### config.mk
export PLATFORM = sky130hd
export DESIGN_NAME = num_entry_fsm
export DESIGN_NICKNAME = d
export VERILOG_FILES = /design/src/rtl/num_entry_fsm.sv
export SDC_FILE = /design/constraint.sdc
export NUM_CORES = 1
export LEC_CHECK = 0
export BUFFER_PORTS_ARGS = -buffer_cell sky130_fd_sc_hd__buf_4
export CORE_ASPECT_RATIO = 1.25
export CORE_UTILIZATION = 59
export DETAILED_ROUTE_END_ITERATION = 6
export PLACE_DENSITY = 0.82
export SYNTH_ARGS = -nofsm -noshare
export SYNTH_HDL_FRONTEND = slang
export SYNTH_SLANG_ARGS = --single-unit
### constraint.sdc
create_clock -name Clock -period 5.1 [get_ports Clock]
set_clock_uncertainty 0.2 [all_clocks]
set_input_delay 0.51 -clock Clock [delete_from_list [all_inputs] [get_ports Clock]]
set_output_delay 0.51 -clock Clock [all_outputs]
set_load 0.01 [all_outputs]
### src/rtl/num_entry_fsm.sv
// PS/2 numeric-entry controller: collects decimal keystrokes, edits them, and commits a clamped binary value.
// Define NUM_ENTRY_NUMPAD_EN to also accept keypad digits and keypad Enter (E0 5A).
module num_entry_fsm #(
    parameter int unsigned DIGITS    = 3,
    parameter int unsigned VAL_W     = 10,
    parameter int unsigned MIN_VAL   = 0,
    parameter int unsigned MAX_VAL   = 999,
    parameter int unsigned RESET_VAL = 0
) (
    input  logic                  Clock,
    input  logic                  nReset,
    input  logic                  Enable,
    input  logic [7:0]            data,
    input  logic                  data_en,
    output logic [VAL_W-1:0]      Value,
    output logic                  Commit,
    output logic                  Clamped,
    output logic [4*DIGITS-1:0]   Live_bcd,
    output logic [2:0]            Count,
    output logic                  Editing,
    output logic                  Err
);

    localparam int unsigned BIN_W = VAL_W + 4;
    localparam int unsigned BCD_W = 4 * DIGITS;
    localparam logic [2:0]       DIGITS_C = 3'(DIGITS);
    localparam logic [BIN_W-1:0] MIN_B    = BIN_W'(MIN_VAL);
    localparam logic [BIN_W-1:0] MAX_B    = BIN_W'(MAX_VAL);

    typedef enum logic [1:0] {S_IDLE, S_ENTRY, S_COMMIT} state_e;

    state_e             state_q, state_d;
    logic [BCD_W-1:0]   buf_q, buf_d;
    logic [2:0]         cnt_q, cnt_d;
    logic               err_q, err_d;
    logic [VAL_W-1:0]   value_q, value_d;
    logic               commit_q, commit_d;
    logic               clamped_q, clamped_d;
    logic               brk_q, brk_d;
    logic               ext_q, ext_d;

    logic               make, ext_enter;
    logic               key_digit, key_enter, key_bksp, key_esc;
    logic [3:0]         digit;
    logic [BIN_W-1:0]   bin, clamp_v;
    logic               clamp_hit;

    // Break/extended prefix tracking; runs regardless of Enable.
    always_comb begin
        brk_d     = brk_q;
        ext_d     = ext_q;
        make      = 1'b0;
        ext_enter = 1'b0;
        if (data_en) begin
            if (data == 8'hF0) begin
                brk_d = 1'b1;
            end else if (brk_q) begin
                brk_d = 1'b0;
                ext_d = 1'b0;
            end else if (data == 8'hE0) begin
                ext_d = 1'b1;
            end else if (ext_q) begin
                ext_d = 1'b0;
`ifdef NUM_ENTRY_NUMPAD_EN
                ext_enter = (data == 8'h5A);
`endif
            end else begin
                make = 1'b1;
            end
        end
    end

    always_comb begin
        key_digit = 1'b0;
        digit     = 4'd0;
        if (make) begin
            key_digit = 1'b1;
            case (data)
                8'h45: digit = 4'd0;
                8'h16: digit = 4'd1;
                8'h1E: digit = 4'd2;
                8'h26: digit = 4'd3;
                8'h25: digit = 4'd4;
                8'h2E: digit = 4'd5;
                8'h36: digit = 4'd6;
                8'h3D: digit = 4'd7;
                8'h3E: digit = 4'd8;
                8'h46: digit = 4'd9;
`ifdef NUM_ENTRY_NUMPAD_EN
                8'h70: digit = 4'd0;
                8'h69: digit = 4'd1;
                8'h72: digit = 4'd2;
                8'h7A: digit = 4'd3;
                8'h6B: digit = 4'd4;
                8'h73: digit = 4'd5;
                8'h74: digit = 4'd6;
                8'h6C: digit = 4'd7;
                8'h75: digit = 4'd8;
                8'h7D: digit = 4'd9;
`endif
                default: key_digit = 1'b0;
            endcase
        end
        key_enter = (make && data == 8'h5A) || ext_enter;
        key_bksp  = make && data == 8'h66;
        key_esc   = make && data == 8'h76;
    end

    // Most significant digit first: bin = bin*10 + d, wide enough that nothing truncates before the clamp.
    always_comb begin
        bin = '0;
        for (int unsigned i = 0; i < DIGITS; i++) begin
            bin = BIN_W'(bin * BIN_W'(10)) + BIN_W'(buf_q[4*(DIGITS-1-i) +: 4]);
        end
        clamp_hit = 1'b1;
        if (bin > MAX_B) begin
            clamp_v = MAX_B;
        end else if (bin < MIN_B) begin
            clamp_v = MIN_B;
        end else begin
            clamp_v   = bin;
            clamp_hit = 1'b0;
        end
    end

    always_comb begin
        state_d   = state_q;
        buf_d     = buf_q;
        cnt_d     = cnt_q;
        err_d     = err_q;
        value_d   = value_q;
        commit_d  = 1'b0;
        clamped_d = 1'b0;
        if (!Enable) begin
            state_d = S_IDLE;
            buf_d   = '0;
            cnt_d   = '0;
            err_d   = 1'b0;
        end else begin
            case (state_q)
                S_IDLE: begin
                    if (key_digit) begin
                        buf_d   = BCD_W'(digit);
                        cnt_d   = 3'd1;
                        state_d = S_ENTRY;
                    end
                end
                S_ENTRY: begin
                    if (key_digit) begin
                        if (cnt_q < DIGITS_C) begin
                            buf_d = BCD_W'({buf_q, digit});
                            cnt_d = cnt_q + 3'd1;
                        end else begin
                            err_d = 1'b1;
                        end
                    end else if (key_bksp) begin
                        buf_d = buf_q >> 4;
                        cnt_d = cnt_q - 3'd1;
                        if (cnt_q == 3'd1) state_d = S_IDLE;
                    end else if (key_esc) begin
                        buf_d   = '0;
                        cnt_d   = '0;
                        err_d   = 1'b0;
                        state_d = S_IDLE;
                    end else if (key_enter) begin
                        state_d = S_COMMIT;
                    end
                end
                S_COMMIT: begin
                    value_d   = clamp_v[VAL_W-1:0];
                    commit_d  = 1'b1;
                    clamped_d = clamp_hit;
                    cnt_d     = '0;
                    err_d     = 1'b0;
                    state_d   = S_IDLE;
                end
                default: state_d = S_IDLE;
            endcase
        end
    end

    always_ff @(posedge Clock or negedge nReset) begin
        if (!nReset) begin
            state_q   <= S_IDLE;
            buf_q     <= '0;
            cnt_q     <= '0;
            err_q     <= 1'b0;
            value_q   <= VAL_W'(RESET_VAL);
            commit_q  <= 1'b0;
            clamped_q <= 1'b0;
            brk_q     <= 1'b0;
            ext_q     <= 1'b0;
        end else begin
            state_q   <= state_d;
            buf_q     <= buf_d;
            cnt_q     <= cnt_d;
            err_q     <= err_d;
            value_q   <= value_d;
            commit_q  <= commit_d;
            clamped_q <= clamped_d;
            brk_q     <= brk_d;
            ext_q     <= ext_d;
        end
    end

    assign Value    = value_q;
    assign Commit   = commit_q;
    assign Clamped  = clamped_q;
    assign Live_bcd = buf_q;
    assign Count    = cnt_q;
    assign Editing  = (state_q == S_ENTRY);
    assign Err      = err_q;

endmodule

# Yosys cells after proc, flatten, opt, wreduce, memory -nomap -nowiden
# Cells that the tools add are included.
totals:
  register_bits: 32
  latchBits: 0
  ramBits: 0
  mem_bits_ro: 0
  inputBits: 12
  out_inout_bits: 29
  word_cells: 108
  mem_count: 0
op_classes:
  add_sub_neg: 4
  multipliers: 2
  n_div: 0
  magnitude_cmp: 3
  eq_ne: 30
  shift: 0
  mux: 48
  bitwise: 1
  reduce_logical: 11
ops:
  columns: ["op", "n"]
  rows:
  - ["$mux 12", 6]
  - ["$eq 8x6->1 const B", 6]
  - ["$eq 8x7->1 const B", 5]
  - ["$pmux 4 s9", 1]
  - ["$pmux 12 s2", 1]
  - ["$mux 1", 21]
  - ["$mux 10", 2]
  - ["$mux 3", 6]
  - ["$eq 8x5->1 const B", 2]
  - ["$eq 8x8->1 const B", 2]
  - ["$reduce_and 4->1", 4]
  - ["$add 13x4->14", 1]
  - ["$gt 14x10->1 const B", 1]
  - ["$lt 14x1->1 const B", 1]
  - ["$mux 2", 7]
  - ["$mul 9x3->12 const B", 1]
  - ["$ne 5x2->1 const B", 2]
  - ["$reduce_or 10->1", 1]
  - ["$add 8x4->9", 1]
  - ["$pmux 3 s3", 1]
  - ["$ne 4x3->1 const B", 2]
  - ["$ne 4x4->1 const B", 2]
  - ["$mul 4x3->7 const B", 1]
  - ["$ne 3x1->1 const B", 2]
  - ["16 further kinds", 20]

# Logic depth before layout (Yosys ltp)
logic_depth:
  ltp_word: 12
  mapped_depth: 16
  ltp_nobuf: 16

# Worst setup path before layout
# Ideal clock, no wire load.
synth_path:
  kind: "register -> register"
  start: "reg buf_q[11] (netlist: Live_bcd[11])"
  end: "reg value_q[4] (netlist: Value[4])"
  setup_time_ps: 122
  arrival_time_ps: 4304
  t_required_ps: 4778
  setup_slack_ps: 475
  stages_incl_launch_ff: 16
  path_buffers: 0
  synth_period_minus_slack_ps: 4625
  cell_sequence: "dfrtp_1 ha_1 ha_1 fa_1 nand3_1 o21ai_0 xnor2_1 ha_1 ha_1 nand2b_1 or4b_4 a221oi_4 and2_1 xor2_2 nand3_2 a32o_1"
synth_via:
  elab_chain_len: 7
  word_cells_on_any_way: 8
  cone_classes: "add/sub (2); mul (2); order compare (2); mux (2)"
synth_rtl:
  columns: ["item", "line", "rtl"]
  rows:
  - ["from (decl)", "33", "logic [BCD_W-1:0] buf_q, buf_d;"]
  - ["from (signal assigned)", "195", "buf_q <= buf_d;"]
  - ["$mul 4x3->7 (*)", "113", "bin = BIN_W'(bin * BIN_W'(10)) + BIN_W'(buf_q[4*(DIGITS-1-i) +: 4]);"]
  - ["$add 8x4->9 (*)", "113", null]
  - ["$mul 9x3->12 (*)", "113", null]
  - ["$add 13x4->14 (*)", "113", null]
  - ["$lt 14x1->1", "118", "end else if (bin < MIN_B) begin"]
  - ["$mux 10", "118", null]
  - ["$mux 10 (*)", "116", "if (bin > MAX_B) begin"]
  - ["to (signal assigned)", "188", "value_q <= VAL_W'(RESET_VAL);"]
  - ["to (signal assigned)", "198", "value_q <= value_d;"]
  - ["to (decl)", "36", "logic [VAL_W-1:0] value_q, value_d;"]
# Every way passes the cells marked *; elsewhere a longest branch is shown, timed or not.
# A chain may end at the register's enable or synchronous reset.

# Worst setup path in the final report
layout_path:
  start: "reg buf_q[9] (netlist: Live_bcd[9])"
  end: "reg value_q[4] (netlist: Value[4])"
# The elaborated chain is that of the path after synthesis.

==> metrics list <==
- Synthesized Nets: 367
- Summing every instance area after synthesis gives 2954 µm².
- Synth warnings: 0
* Count of flip-flops with a built-in enable after synthesis: 0
- The critical path is of the register to register type.
- Data on the critical path arrives at its endpoint at 4800 ps.
- Peak supply drop: between 0.15 and 0.2 mV
* Final layout net count: 411
- In the routed design, unresolved DRC markers number 0.
* Routability congestion estimate: roughly 0.94
- Met3 Resource Use GR: 0.04213
- At the pin with the least slew margin, the transition time is 789.5 ps.
* Antenna cells: 0
- Maximum fanout encountered on the critical timing path: 6
- GRT Util Overall: 0.2754
- Drt via density: 6.059
- The first global-routing pass estimated 11,360 µm of wire.
- STA classifies the critical path startpoint as a register.
- Once placement finished, the instance area stood at about 3300 µm².
- Chip Height: approximately 81 µm
- Length of the first detailed-routing pass in iterations: 4
* Highest-delay cell along the critical path: sky130_fd_sc_hd__fa_1
* Summed area of non-filler cells in the final layout: about 3400 µm²
- Clock tree from TritonCTS: done
- Busiest layer in global routing: met2
- After synthesis the netlist holds a flip-flop and latch count of 32.
- Port buffering added 40 buffers.
- Final-layout worst hold slack: 246.8 ps
- The flow ran to the end, and the final reports show no timing, DRC or antenna violations.
* Die outline area: 5296 µm²
- Setup repair after global routing missed its margin: false
- The via count of the first global-routing pass was ~2,600.
- In the synthesized netlist the dominant register cell turns out to be sky130_fd_sc_hd__dfrtp_1.
* Cell at the root of the clock tree: sky130_fd_sc_hd__clkbuf_8
- Max Freq: 0.2070 GHz
- Total Negative Setup Slacks: 0 ps
- Maximum Capacitance Violations: 0
* TritonCTS Buffers: 5
* Pwr/cell area: 183.6 nW/µm²
* Async set or reset register ratio after synthesis: 1.000
- After synthesis, the netlist uses 68 different library cells.
* HPWL after detailed placement: 5360 µm
- Subtracting the final worst setup slack from the clock period gives 4831 ps.
- For this configuration, the core starts out at a cell density of 0.6200.
* Crit end category: register
* Final number of setup-violating endpoints: 0
- Share of the clock period used by the worst path after layout: 0.9472
- Endpoints failing hold: 0
* Fraction of final layout cells sized beyond drive strength 1: 0.1940
- DR vias: approximately 2,600
- Max Root-Sink Buffers: 2
- The floorplan has 28 rows.
* Worst hold path class: input port to register
- Proportion of synthesized chip area in sequential cells: 0.2711
- In this run, the number of DRC markers left after iteration 0 of detailed routing was 101.
- In this run the remaining antenna-violating nets after routing total 0.
- Largest net degree at the start of global routing: 33
* Count of H-tree levels built during CTS: 2
- In the global route stage, met1 resource usage came out at 0.2998.
- Power, Total: 0.6285 mW
- Relative to the synthesized area, the layout overhead comes to 15.88%.
- The total count of max-transition violations in the final report was 0.
* Antenna violations before repair: 0
- The most numerous cell type found on the critical path is sky130_fd_sc_hd__ha_1.
- For this block, the routed nets add up to roughly 6900 µm of wire.
* Clk_lat worst skew: between 200 and 300 ps
- Number of instances in the synthesized netlist: 321
- Clock slew at reported path FFs: 70 ps
* Clk sink count: 32
* Post-DR wirelength/cell: 16.08 µm
- CP peak stage delay: 560 ps
- The core region is around 4800 µm².
- Number of primary I/O pins: between 40 and 50
* Series of cell instances along the critical path: ha_1, ha_1, fa_1, nand3_1, o21ai_1, xnor2_1, ha_1, ha_1, nand2b_1, or4b_4, a221oi_4, and2_1, xor2_2, nand3_2, a32o_1
- CP required: 5070 ps
* Sum of overflow across all layers after global routing: 0
* Chip Width: between 60 and 70 µm
- The worst pin sits at a relative slew slack of 0.4737.
- Leakage: 1.605 nW
- For met2 alone, demand over resource in global routing was 0.5289.
- The average instance in the mapped netlist occupies 9.203 µm².
metal layers:
metal / vias to the layer above / wire [µm]
li1: 1280 / -
met1: 1244 / 2776
met2: 43 / 3726
met3: 14 / 178
met4: 0 / 168
met5: - / 0
worst max-delay path, delay by kind of cell, from the launching register on:
| family | cells | cell delay [ps] |
|---|---|---|
| and+or+nand+nor | 5 | 1130 |
| AOI/OAI and AO/OA | 3 | 770 |
| DFF | 1 | 460 |
| xor gates and xnor gates | 2 | 400 |
| adders and majority gates | 5 | 1750 |
cell families (layout without fill, tap and decap cells):
kind of cell / count (synthesis) / count (layout) / share of synthesized area
AOI/OAI and AO/OA: 94 / 94 / 0.2330
DFF: 32 / 32 / 0.2711
muxes: 14 / 14 / 0.05210
and+or+nand+nor: 97 / 97 / 0.1885
adders and majority gates: 34 / 34 / 0.1542
xor gates and xnor gates: 16 / 16 / 0.05252
buffers and inverters: 34 / 79 / 0.04871
through the flow:
| step | instances | setup slack, ps | utilization |
|---|---|---|---|
| finish | 426 | 269.2 | 0.7185 |
| global route | 426 | 33.76 | 0.7185 |
| CTS | 426 | 172.6 | 0.7185 |
| detailed placement | 417 | 175.1 | 0.6938 |
| global placement | 417 | 359.5 | 0.6938 |
| floorplan | 321 | 474.8 | - |
power breakdown:
| part | internal, mW | switching [mW] | total (mW) | leakage (nW) |
|---|---|---|---|---|
| Clock | 0.145 | 0.0934 | 0.238 | 0.0552 |
| Combinational | 0.0503 | 0.0564 | 0.107 | 1.11 |
| Sequential | 0.271 | 0.0122 | 0.283 | 0.439 |
| Total | 0.466 | 0.162 | 0.629 | 1.61 |
final timing paths:
kind                                         start              endpoint  slack (ps)  cells after the start
min in group asynchronous                   nReset  Value[8]$_DFFE_PN0P_         490                      2
hold reg to reg               Value[4]$_DFFE_PN0P_  Value[4]$_DFFE_PN0P_         310                      1
setup reg to reg           Live_bcd[9]$_DFFE_PN0P_  Value[4]$_DFFE_PN0P_         270                     15
max in group asynchronous                   nReset     brk_q$_DFFE_PN0P_        3910                      2
setup / recovery           Live_bcd[9]$_DFFE_PN0P_  Value[4]$_DFFE_PN0P_         270                     15
hold / removal                             data_en     brk_q$_DFFE_PN0P_         250                      2
cell usage after synthesis (5+ instances only):
| library cell | count | area [µm²] |
|---|---|---|
| sky130_fd_sc_hd__dfrtp_1 | 32 | 800.8 |
| sky130_fd_sc_hd__a32o_1 | 6 | 60.06 |
| sky130_fd_sc_hd__o21ai_0 | 12 | 60.06 |
| sky130_fd_sc_hd__o211ai_1 | 5 | 37.54 |
| sky130_fd_sc_hd__nor2b_1 | 6 | 37.54 |
| sky130_fd_sc_hd__mux2i_1 | 9 | 90.09 |
| sky130_fd_sc_hd__nor3_1 | 6 | 30.03 |
| sky130_fd_sc_hd__xor2_1 | 7 | 61.31 |
| sky130_fd_sc_hd__nand2_1 | 20 | 75.07 |
| sky130_fd_sc_hd__nor2_1 | 22 | 82.58 |
| sky130_fd_sc_hd__a21oi_1 | 26 | 130.1 |
| sky130_fd_sc_hd__ha_1 | 30 | 375.4 |
| sky130_fd_sc_hd__inv_1 | 27 | 101.4 |
| sky130_fd_sc_hd__xnor2_1 | 7 | 61.31 |
| sky130_fd_sc_hd__nand2b_1 | 7 | 43.79 |
| sky130_fd_sc_hd__nand3_1 | 7 | 35.03 |
| sky130_fd_sc_hd__a31oi_1 | 9 | 56.30 |
| sky130_fd_sc_hd__a211oi_1 | 6 | 45.04 |
repair_timing:
| item | 4_1_cts | 5_1_grt |
|---|---|---|
| setup buffers | 0 | 0 |
| hold buffers | 1 | 0 |
| gates resized for setup | 0 | 1 |
| hold endpoints to repair | 32 | 0 |
| setup endpoints to repair | 0 | 10 |
final cells by class:
| type | count | area (µm²) |
|---|---|---|
| timing repair buffer | 43 | 325.3 |
| tap | 60 | 75.07 |
| multi-input combinational | 255 | 2009 |
| inverter | 28 | 105.1 |
| sequential | 32 | 800.8 |
| fill | 391 | 1341 |
| clock inverter | 2 | 35.03 |
| clock buffer | 6 | 72.57 |
sequential cells by signal, indices dropped and copies added (netlist names):
| register | cells |
|---|---|
| Err | 1 |
| brk_q | 1 |
| Clamped | 1 |
| Live_bcd | 12 |
| Count | 3 |
| Commit | 1 |
| state_q | 2 |
| ext_q | 1 |
| Value | 10 |
cells in the final DEF, fill, tap and decap left out, types with 6 or more instances in the layout:
cell / n
sky130_fd_sc_hd__a211oi_1: 6
sky130_fd_sc_hd__a21oi_1: 26
sky130_fd_sc_hd__a31oi_1: 9
sky130_fd_sc_hd__a32o_1: 6
sky130_fd_sc_hd__buf_4: 42
sky130_fd_sc_hd__dfrtp_1: 32
sky130_fd_sc_hd__ha_1: 30
sky130_fd_sc_hd__inv_1: 27
sky130_fd_sc_hd__mux2i_1: 9
sky130_fd_sc_hd__nand2_1: 20
sky130_fd_sc_hd__nand2b_1: 7
sky130_fd_sc_hd__nand3_1: 7
sky130_fd_sc_hd__nor2_1: 22
sky130_fd_sc_hd__nor2b_1: 6
sky130_fd_sc_hd__nor3_1: 6
sky130_fd_sc_hd__o21ai_0: 11
sky130_fd_sc_hd__xnor2_1: 7
sky130_fd_sc_hd__xor2_1: 7
Power figures use the tool's default switching activity.
